--- config.mk ---
export PLATFORM = sky130hd
export DESIGN_NAME = nibble_serial_adder
export DESIGN_NICKNAME = d
export VERILOG_FILES = /design/src/rtl/nibble_serial_adder_pkg.sv /design/src/rtl/nibble_serial_adder_cla_4bit.sv /design/src/rtl/nibble_serial_adder.sv
export SDC_FILE = /design/constraint.sdc
export NUM_CORES = 1
export LEC_CHECK = 0
export ABC_AREA = 0
export BUFFER_PORTS_ARGS = -buffer_cell sky130_fd_sc_hd__buf_2
export CORE_AREA = 2 2 58 102
export DETAILED_ROUTE_END_ITERATION = 7
export DIE_AREA = 0 0 60 104
export PLACE_DENSITY = 0.71
export SYNTH_ARGS = -nofsm -noshare
export SYNTH_HDL_FRONTEND = slang
export SYNTH_SLANG_ARGS = --single-unit
--- constraint.sdc ---
create_clock -name clk -period 2.3 [get_ports clk]
set_input_delay 0.115 -clock clk [delete_from_list [all_inputs] [get_ports clk]]
set_output_delay 0.115 -clock clk [all_outputs]
set_load 0.02 [all_outputs]
--- src/rtl/nibble_serial_adder_pkg.sv ---
// Shared types and constants for the nibble-serial adder.
// State encoding, nibble width and the index-width helpers used by the top level.
package nibble_serial_adder_pkg;

    localparam int NIBBLE_W = 4;

    typedef enum logic [1:0] {
        IDLE = 2'd0,
        BUSY = 2'd1,
        DONE = 2'd2
    } state_e;

    function automatic int clog2(input int value);
        int result;
        int remaining;
        result    = 0;
        remaining = value - 1;
        while (remaining > 0) begin
            result    = result + 1;
            remaining = remaining >> 1;
        end
        return result;
    endfunction

    // A single-nibble adder still needs a one-bit index register.
    function automatic int idx_width(input int nibbles);
        return (clog2(nibbles) < 1) ? 1 : clog2(nibbles);
    endfunction

endpackage

--- src/rtl/nibble_serial_adder_cla_4bit.sv ---
// Four-bit carry-lookahead adder slice (cla_4bit), purely combinational.
// Every carry is formed directly from generate/propagate terms, so nothing ripples inside the slice.
module cla_4bit (
    input  logic [3:0] a,
    input  logic [3:0] b,
    input  logic       cin,
    output logic       cout,
    output logic [3:0] s
);

    logic [3:0] gen;
    logic [3:0] prop;
    logic [4:0] carry;

    assign gen  = a & b;
    assign prop = a ^ b;

    assign carry[0] = cin;
    assign carry[1] = gen[0]
                    | (prop[0] & cin);
    assign carry[2] = gen[1]
                    | (prop[1] & gen[0])
                    | (prop[1] & prop[0] & cin);
    assign carry[3] = gen[2]
                    | (prop[2] & gen[1])
                    | (prop[2] & prop[1] & gen[0])
                    | (prop[2] & prop[1] & prop[0] & cin);
    assign carry[4] = gen[3]
                    | (prop[3] & gen[2])
                    | (prop[3] & prop[2] & gen[1])
                    | (prop[3] & prop[2] & prop[1] & gen[0])
                    | (prop[3] & prop[2] & prop[1] & prop[0] & cin);

    assign s    = prop ^ carry[3:0];
    assign cout = carry[4];

endmodule

--- src/rtl/nibble_serial_adder.sv ---
// WIDTH-bit adder that reuses one cla_4bit slice across WIDTH/4 cycles, with valid/ready on both sides.
// Define NIBBLE_SERIAL_ADDER_OVF_EN to add the registered signed-overflow output ovf.
module nibble_serial_adder #(
    parameter int WIDTH = 16
) (
    input  logic             clk,
    input  logic             rst,
    input  logic             in_valid,
    output logic             in_ready,
    input  logic [WIDTH-1:0] a,
    input  logic [WIDTH-1:0] b,
    input  logic             cin,
    output logic             out_valid,
    input  logic             out_ready,
    output logic [WIDTH-1:0] sum,
    output logic             cout
`ifdef NIBBLE_SERIAL_ADDER_OVF_EN
    ,
    output logic             ovf
`endif
);

    import nibble_serial_adder_pkg::*;

    localparam int NIB   = WIDTH / NIBBLE_W;
    localparam int IDX_W = idx_width(NIB);
    localparam logic [IDX_W-1:0] LAST_IDX = IDX_W'(NIB - 1);

    state_e           state_q, state_d;
    logic [WIDTH-1:0] a_q, a_d;
    logic [WIDTH-1:0] b_q, b_d;
    logic [WIDTH-1:0] sum_q, sum_d;
    logic             carry_q, carry_d;
    logic [IDX_W-1:0] idx_q, idx_d;
    logic             in_ready_q, in_ready_d;

    logic [NIBBLE_W-1:0] a_nib;
    logic [NIBBLE_W-1:0] b_nib;
    logic [NIBBLE_W-1:0] s_nib;
    logic                nib_cout;
    logic                last_nib;

    assign last_nib = (idx_q == LAST_IDX);

    always_comb begin
        a_nib = '0;
        b_nib = '0;
        for (int i = 0; i < NIB; i++) begin
            if (idx_q == IDX_W'(i)) begin
                a_nib = a_q[i*NIBBLE_W +: NIBBLE_W];
                b_nib = b_q[i*NIBBLE_W +: NIBBLE_W];
            end
        end
    end

    cla_4bit u_cla (
        .a    (a_nib),
        .b    (b_nib),
        .cin  (carry_q),
        .cout (nib_cout),
        .s    (s_nib)
    );

    always_comb begin
        state_d = state_q;
        a_d     = a_q;
        b_d     = b_q;
        sum_d   = sum_q;
        carry_d = carry_q;
        idx_d   = idx_q;

        case (state_q)
            IDLE: begin
                if (in_valid && in_ready_q) begin
                    a_d     = a;
                    b_d     = b;
                    carry_d = cin;
                    idx_d   = '0;
                    sum_d   = '0;
                    state_d = BUSY;
                end
            end
            BUSY: begin
                for (int i = 0; i < NIB; i++) begin
                    if (idx_q == IDX_W'(i)) begin
                        sum_d[i*NIBBLE_W +: NIBBLE_W] = s_nib;
                    end
                end
                carry_d = nib_cout;
                idx_d   = idx_q + 1'b1;
                if (last_nib) begin
                    state_d = DONE;
                end
            end
            DONE: begin
                if (out_ready) begin
                    state_d = IDLE;
                end
            end
            default: begin
                state_d = IDLE;
            end
        endcase

        // Registered so that in_ready stays low for the whole time rst is held.
        in_ready_d = (state_d == IDLE);
    end

    always_ff @(posedge clk) begin
        if (rst) begin
            state_q    <= IDLE;
            a_q        <= '0;
            b_q        <= '0;
            sum_q      <= '0;
            carry_q    <= 1'b0;
            idx_q      <= '0;
            in_ready_q <= 1'b0;
        end else begin
            state_q    <= state_d;
            a_q        <= a_d;
            b_q        <= b_d;
            sum_q      <= sum_d;
            carry_q    <= carry_d;
            idx_q      <= idx_d;
            in_ready_q <= in_ready_d;
        end
    end

`ifdef NIBBLE_SERIAL_ADDER_OVF_EN
    logic ovf_q, ovf_d;

    // Overflow needs the top sum bit, which only exists in the last BUSY cycle.
    always_comb begin
        ovf_d = ovf_q;
        if (state_q == IDLE && in_valid && in_ready_q) begin
            ovf_d = 1'b0;
        end else if (state_q == BUSY && last_nib) begin
            ovf_d = (a_q[WIDTH-1] == b_q[WIDTH-1]) && (s_nib[NIBBLE_W-1] != a_q[WIDTH-1]);
        end
    end

    always_ff @(posedge clk) begin
        if (rst) begin
            ovf_q <= 1'b0;
        end else begin
            ovf_q <= ovf_d;
        end
    end

    assign ovf = ovf_q;
`endif

    assign in_ready  = in_ready_q;
    assign out_valid = (state_q == DONE);
    assign sum       = sum_q;
    assign cout      = carry_q;

endmodule

# Word level (Yosys, flattened, before mapping)
# Index checks and enable logic that the tools add are counted.
dict set report word_totals {
  regBits 54
  elab_cells 83
}
dict set report classes {
  n_addsub 1
  eq_ne 10
  mux 22
  bitwise_logic 29
  reduce_logical 11
}
# operator n
set ops {}
lappend ops {{$mux W4} 12}
lappend ops {{$pmux W16 S2} 1}
lappend ops {{$and A1 B1 Y1} 16}
lappend ops {{$mux W16} 1}
lappend ops {{$reduce_and A3 Y1} 4}
lappend ops {{$ne A2 B2 Y1 const B} 5}
lappend ops {{$or A1 B1 Y1} 10}
lappend ops {{$mux W2} 4}
lappend ops {{$xor A4 B4 Y4} 2}
lappend ops {{$eq A2 B2 Y1 const B} 3}
lappend ops {{$logic_not A2 Y1} 3}
lappend ops {{$pmux W2 S3} 1}
lappend ops {{$and A4 B4 Y4} 1}
lappend ops {{$eq A2 B1 Y1 const B} 2}
lappend ops {{$pmux W2 S2} 1}
lappend ops {{$reduce_and A2 Y1} 2}
lappend ops {{$add A2 B1 Y2 const B} 1}
lappend ops {{$pmux W1 S2} 1}
lappend ops {{$reduce_bool A2 Y1} 1}
lappend ops {{$logic_and A1 B1 Y1} 1}
lappend ops {{$mux W1} 1}

# Longest topological paths before layout
dict set report depth {
  ltp_word 13
  mapped_depth 13
  depth_no_buf 11
}

# Hierarchy
# From an unflattened synthesis, not the netlist that was laid out.
dict set report unflattened {
  cells_unflattened 306
  hier_area_um2 2432.3
}
# module n_inst cells_each area_per_inst_um2
set modules_own_cells {}
lappend modules_own_cells {nibble_serial_adder 1 289 2284.7}
lappend modules_own_cells {cla_4bit 1 17 147.6}

# Worst setup path after synthesis
# OpenSTA, ideal clock, no wires.
dict set report synth_path {
  path_type {flip-flop to flip-flop}
  from {reg idx_q[1]}
  to {reg sum_q[10] (netlist: sum[10])}
  setup_ps 129
  arrival_time_ps 2423
  t_required_ps 2171
  setup_slack_ps -252
  stages_incl_launch_ff 13
  synth_period_minus_slack_ps 2552
  path_cell_list {dfxtp_1 > inv_1 > ha_1 > buf_2 > buf_2 > a221oi_1 > nor3_1 > a21o_1 > ha_1 > a21o_1 > a21oi_1 > xor2_1 > o41ai_1}
}
dict set report synth_via {
  elab_chain_cells 12
}
# element line
set synth_rtl {}
lappend synth_rtl {{start: declaration} nibble_serial_adder.sv:34} ;# logic [IDX_W-1:0] idx_q, idx_d;
lappend synth_rtl {{start signal: assignment} nibble_serial_adder.sv:124} ;# idx_q <= idx_d;
lappend synth_rtl {{$logic_not A2 Y1} nibble_serial_adder.sv:49} ;# if (idx_q == IDX_W'(i)) begin
lappend synth_rtl {{$mux W4 (4 in series)} nibble_serial_adder.sv:49}
lappend synth_rtl {{$xor A4 B4 Y4 or $and A4 B4 Y4 (tied branches)} {nibble_serial_adder_cla_4bit.sv:16, nibble_serial_adder_cla_4bit.sv:15}}
lappend synth_rtl {{$and A1 B1 Y1 (on tied branches)} {nibble_serial_adder_cla_4bit.sv:22, nibble_serial_adder_cla_4bit.sv:23}}
lappend synth_rtl {{$or A1 B1 Y1 or $and A1 B1 Y1 (tied branches)} {nibble_serial_adder_cla_4bit.sv:22, nibble_serial_adder_cla_4bit.sv:23}}
lappend synth_rtl {{$or A1 B1 Y1} nibble_serial_adder_cla_4bit.sv:23} ;# | (prop[1] & prop[0] & cin);
lappend synth_rtl {{$xor A4 B4 Y4} nibble_serial_adder_cla_4bit.sv:34} ;# assign s = prop ^ carry[3:0];
lappend synth_rtl {{$mux W4} nibble_serial_adder.sv:85} ;# if (idx_q == IDX_W'(i)) begin
lappend synth_rtl {{$pmux W16 S2} nibble_serial_adder.sv:72} ;# case (state_q)
lappend synth_rtl {{end signal: assignment} nibble_serial_adder.sv:122} ;# sum_q <= sum_d;
lappend synth_rtl {{end: declaration} nibble_serial_adder.sv:32} ;# logic [WIDTH-1:0] sum_q, sum_d;
# Parallel ways exist; a longest one is shown, timed or not. The select of a mux whose other input is x is not followed.
# A chain may end at the register's enable or synchronous reset.

# Worst setup path in the final report
# Ends and elaborated chain as after synthesis.

==> metrics.yaml <==
finish:
  final_common_cell: "nand2_1"
  area_growth_pct: 31.0
  drive_above_1_share: 0.349
  n_antenna_cell: 0
  fill_cells: 498
  final_cell_mix: "86 x nand2_1, 55 x buf_2, 52 x dfxtp_1"
  nets: 436
  layout.cells.non_filler: 466
synthesis:
  synth_top_area_frac: 0.418
  synth_warnings: 0
  synth.yosys.seq_area_share: 0.418
  synth_top_cell_by_area: "dfxtp_1"
  synthesis.nets: 368
  synth_seq_cells: 54
  synth.distinct_cells: 37
  synth_area_leaders: "dfxtp_1 42%, nand2_1 13%, a21oi_1 11%, ha_1 4.4%, nand3b_1 4.4%"
  avgSynthCellArea_um2: 8.05
  syn-instance-count: 321
  syn_area_mm2: 0.00258
timing:
  tightest_slew_ps: 656
  drv_slew: 0
  period_share: 1.04
  layout_setup_ws_ps: -90.7
  rsz0062_at_grt: "yes"
  setup_viol_count_final: 12
  fin_crit_ps: 2390
  timing.fmax_mhz: 418
  fin_skew_ps: 10.9
  max_slew_margin: 0.563
  hold_viol: 0
  finalSetupTns_ps: -617
route:
  first_pass_iters: 4
  ant_nets: 0
  wire_per_inst_um: 14.0
  via_count: 2387
  drt_iter0_drc: 132
  routed_wl_mm: 6.50
  drc: 0
  via_per_inst: 5.12
clocking:
  clkLatencyLatePin_ps: 310
  cts_root_buffer: "clkbuf_8"
  cts_sinks: 54
  cts_buffers: 5
  clockBufferDepth: 2
  htreeDepth: 2
  cts_tree: "done"
  postCtsHoldBufs: 0
  path_clk_slew_ps: 100
placed_design:
  dpl.hpwl_mm: 4.52
  placed_cells: 449
  io_buffers: 55
  gp_congestion: 0.930
worst_hold_path:
  hold_depth: 3
  worstHoldPathType: "in2reg"
  holdPathEnd: "a_q[1]$_SDFFE_PP0P_"
  hp-start: "a[1]"
grt:
  grt_start_max_net_pins: 37
  grt-ovfl-total: 0
  grt_pass1_wl_mm: 10.3
  grtUsageTotal: 0.214
  antenna_found_initial: 0
  grt_pass1_vias: 2223
setup_path:
  endpoint_kind: "register"
  cp_max_fo: 6
  worst_r2r_endpoint: "sum[10]$_SDFFE_PP0P_"
  cp-start-kind: "register"
  crit_path_start: "idx_q[1]$_SDFFE_PP0P_"
  reg2reg_from: "idx_q[1]$_SDFFE_PP0P_"
  criticalPathCategory: "reg2reg"
  cp.required_ps: 2490
  ff2ff_setup_slack_ps: -90
  crit_arrival_ps: 2580
  reg2regPathDepth: 11
floorplan:
  die_width_um: 60
  coreArea_mm2: 0.00545
  num_rows: 36
  start_util: 0.474
  die_h_um: 104
  io_pins: 56
  dieArea_mm2: 0.00624
power_and_ir_drop:
  intPower_mw: 1.46
  vdd_drop_max_mv: 0.351
  p_seq_frac: 0.505
  p_total_mw: 1.99
  powerDensity_mw_per_mm2: 588
  pwr-share-clk: 0.315
  power_switching_mw: 0.530
  sw_frac_of_total: 0.266
  p_leak_nw: 1.41
  comb_power_share: 0.180
outcome:
  status: "complete, but fails checks"
  violations: "setup timing"
job:
  maxCapViolCount: 0
-- power by group through the flow --
stage               Clock, mW  Combinational [mW]  Sequential, mW
floorplan                   0               0.209            1.02
global placement            0               0.295            1.02
detailed placement          0               0.299            1.02
CTS                     0.635               0.330            1.00
global route            0.667               0.392            1.01
finish                  0.627               0.359            1.00
-- registers in the layout, summed over array words and instances, names as in the netlist --
register,flops
in_ready,1
state_q,2
cout,1
idx_q,2
b_q,16
a_q,16
sum,16
-- critical path, stage by stage (launching register included) --
cell      delay [ps]
dfxtp_2          360
inv_4             50
ha_4             190
buf_6            140
a221oi_2         280
nor3_2            80
a21o_1           200
ha_4             240
a21o_1           220
a21oi_4          150
xor2_2           270
o41ai_1           90
-- cell type report --
cell class                      count  area (µm²)  area share
Tap cell                           76        95.1      0.0281
Timing Repair Buffer               86         532       0.157
Multi-Input combinational cell    239        1550       0.458
Clock inverter                      1        30.0     0.00887
Inverter                            3        13.8     0.00407
Clock buffer                        7        76.3      0.0226
Sequential cell                    54        1090       0.321
-- metal layers --
metal  vias up  GRT usage  part of all wire
met5         -          0                 0
met4         0     0.0921             0.024
met3        11     0.0299             0.028
met2        57      0.374              0.56
met1      1101      0.245              0.39
li1       1218          -                 -
-- per-stage QoR --
stage,cell area [µm²],hold slack [ps],setup slack (ps),util
after detailed placement,3010,360,-221,0.552
after floorplan,2630,251,5.13,-
after CTS,3270,29.4,-98.4,0.600
final,3380,31.3,-90.7,0.621
after global routing,3380,38.3,-182,0.621
after global placement,3010,357,-203,0.552
-- timing repair --
| item | CTS | global route |
|---|---|---|
| gates resized for setup | 28 | 21 |
| pin swaps | 18 | 18 |
| setup endpoints to repair | 16 | 16 |
| buffers inserted | 6 | 3 |
| hold endpoints to repair | 0 | 0 |
-- cells by family after synthesis --
group	share of synthesized area
compound gates	0.208
xor+xnor	0.0102
fa+ha+maj	0.0513
buf+inv	0.0615
flops	0.418
simple gates	0.250
-- synth_stat cells (all sizes together) --
| master | instances |
|---|---|
| xnor2 | 1 |
| inv | 3 |
| a21o | 7 |
| a22oi | 1 |
| a21oi | 57 |
| clkbuf | 9 |
| dfxtp | 54 |
| xor2 | 2 |
| nor2 | 16 |
| o31ai | 2 |
| and2b | 1 |
| o21ai | 11 |
| nand2b | 3 |
| nor3 | 4 |
| a211oi | 1 |
| nor2b | 5 |
| a221oi | 2 |
| nand2 | 87 |
| a2bb2oi | 3 |
| nor4 | 1 |
| nand3b | 16 |
| nand3 | 2 |
| fa | 1 |
| buf | 16 |
| ha | 9 |
| o41ai | 6 |
| and4bb | 1 |
-- worst max-delay path by stage --
stage                           end  slack, ps
2_1_floorplan  sum[14]$_SDFFE_PP0P_          5
3_3_place_gp    sum[1]$_SDFFE_PP0P_       -200
3_5_place_dp    sum[9]$_SDFFE_PP0P_       -220
4_1_cts         sum[6]$_SDFFE_PP0P_       -100
5_1_grt         sum[6]$_SDFFE_PP0P_       -180
6_report       sum[10]$_SDFFE_PP0P_        -90
Power figures use the tool's default switching activity.
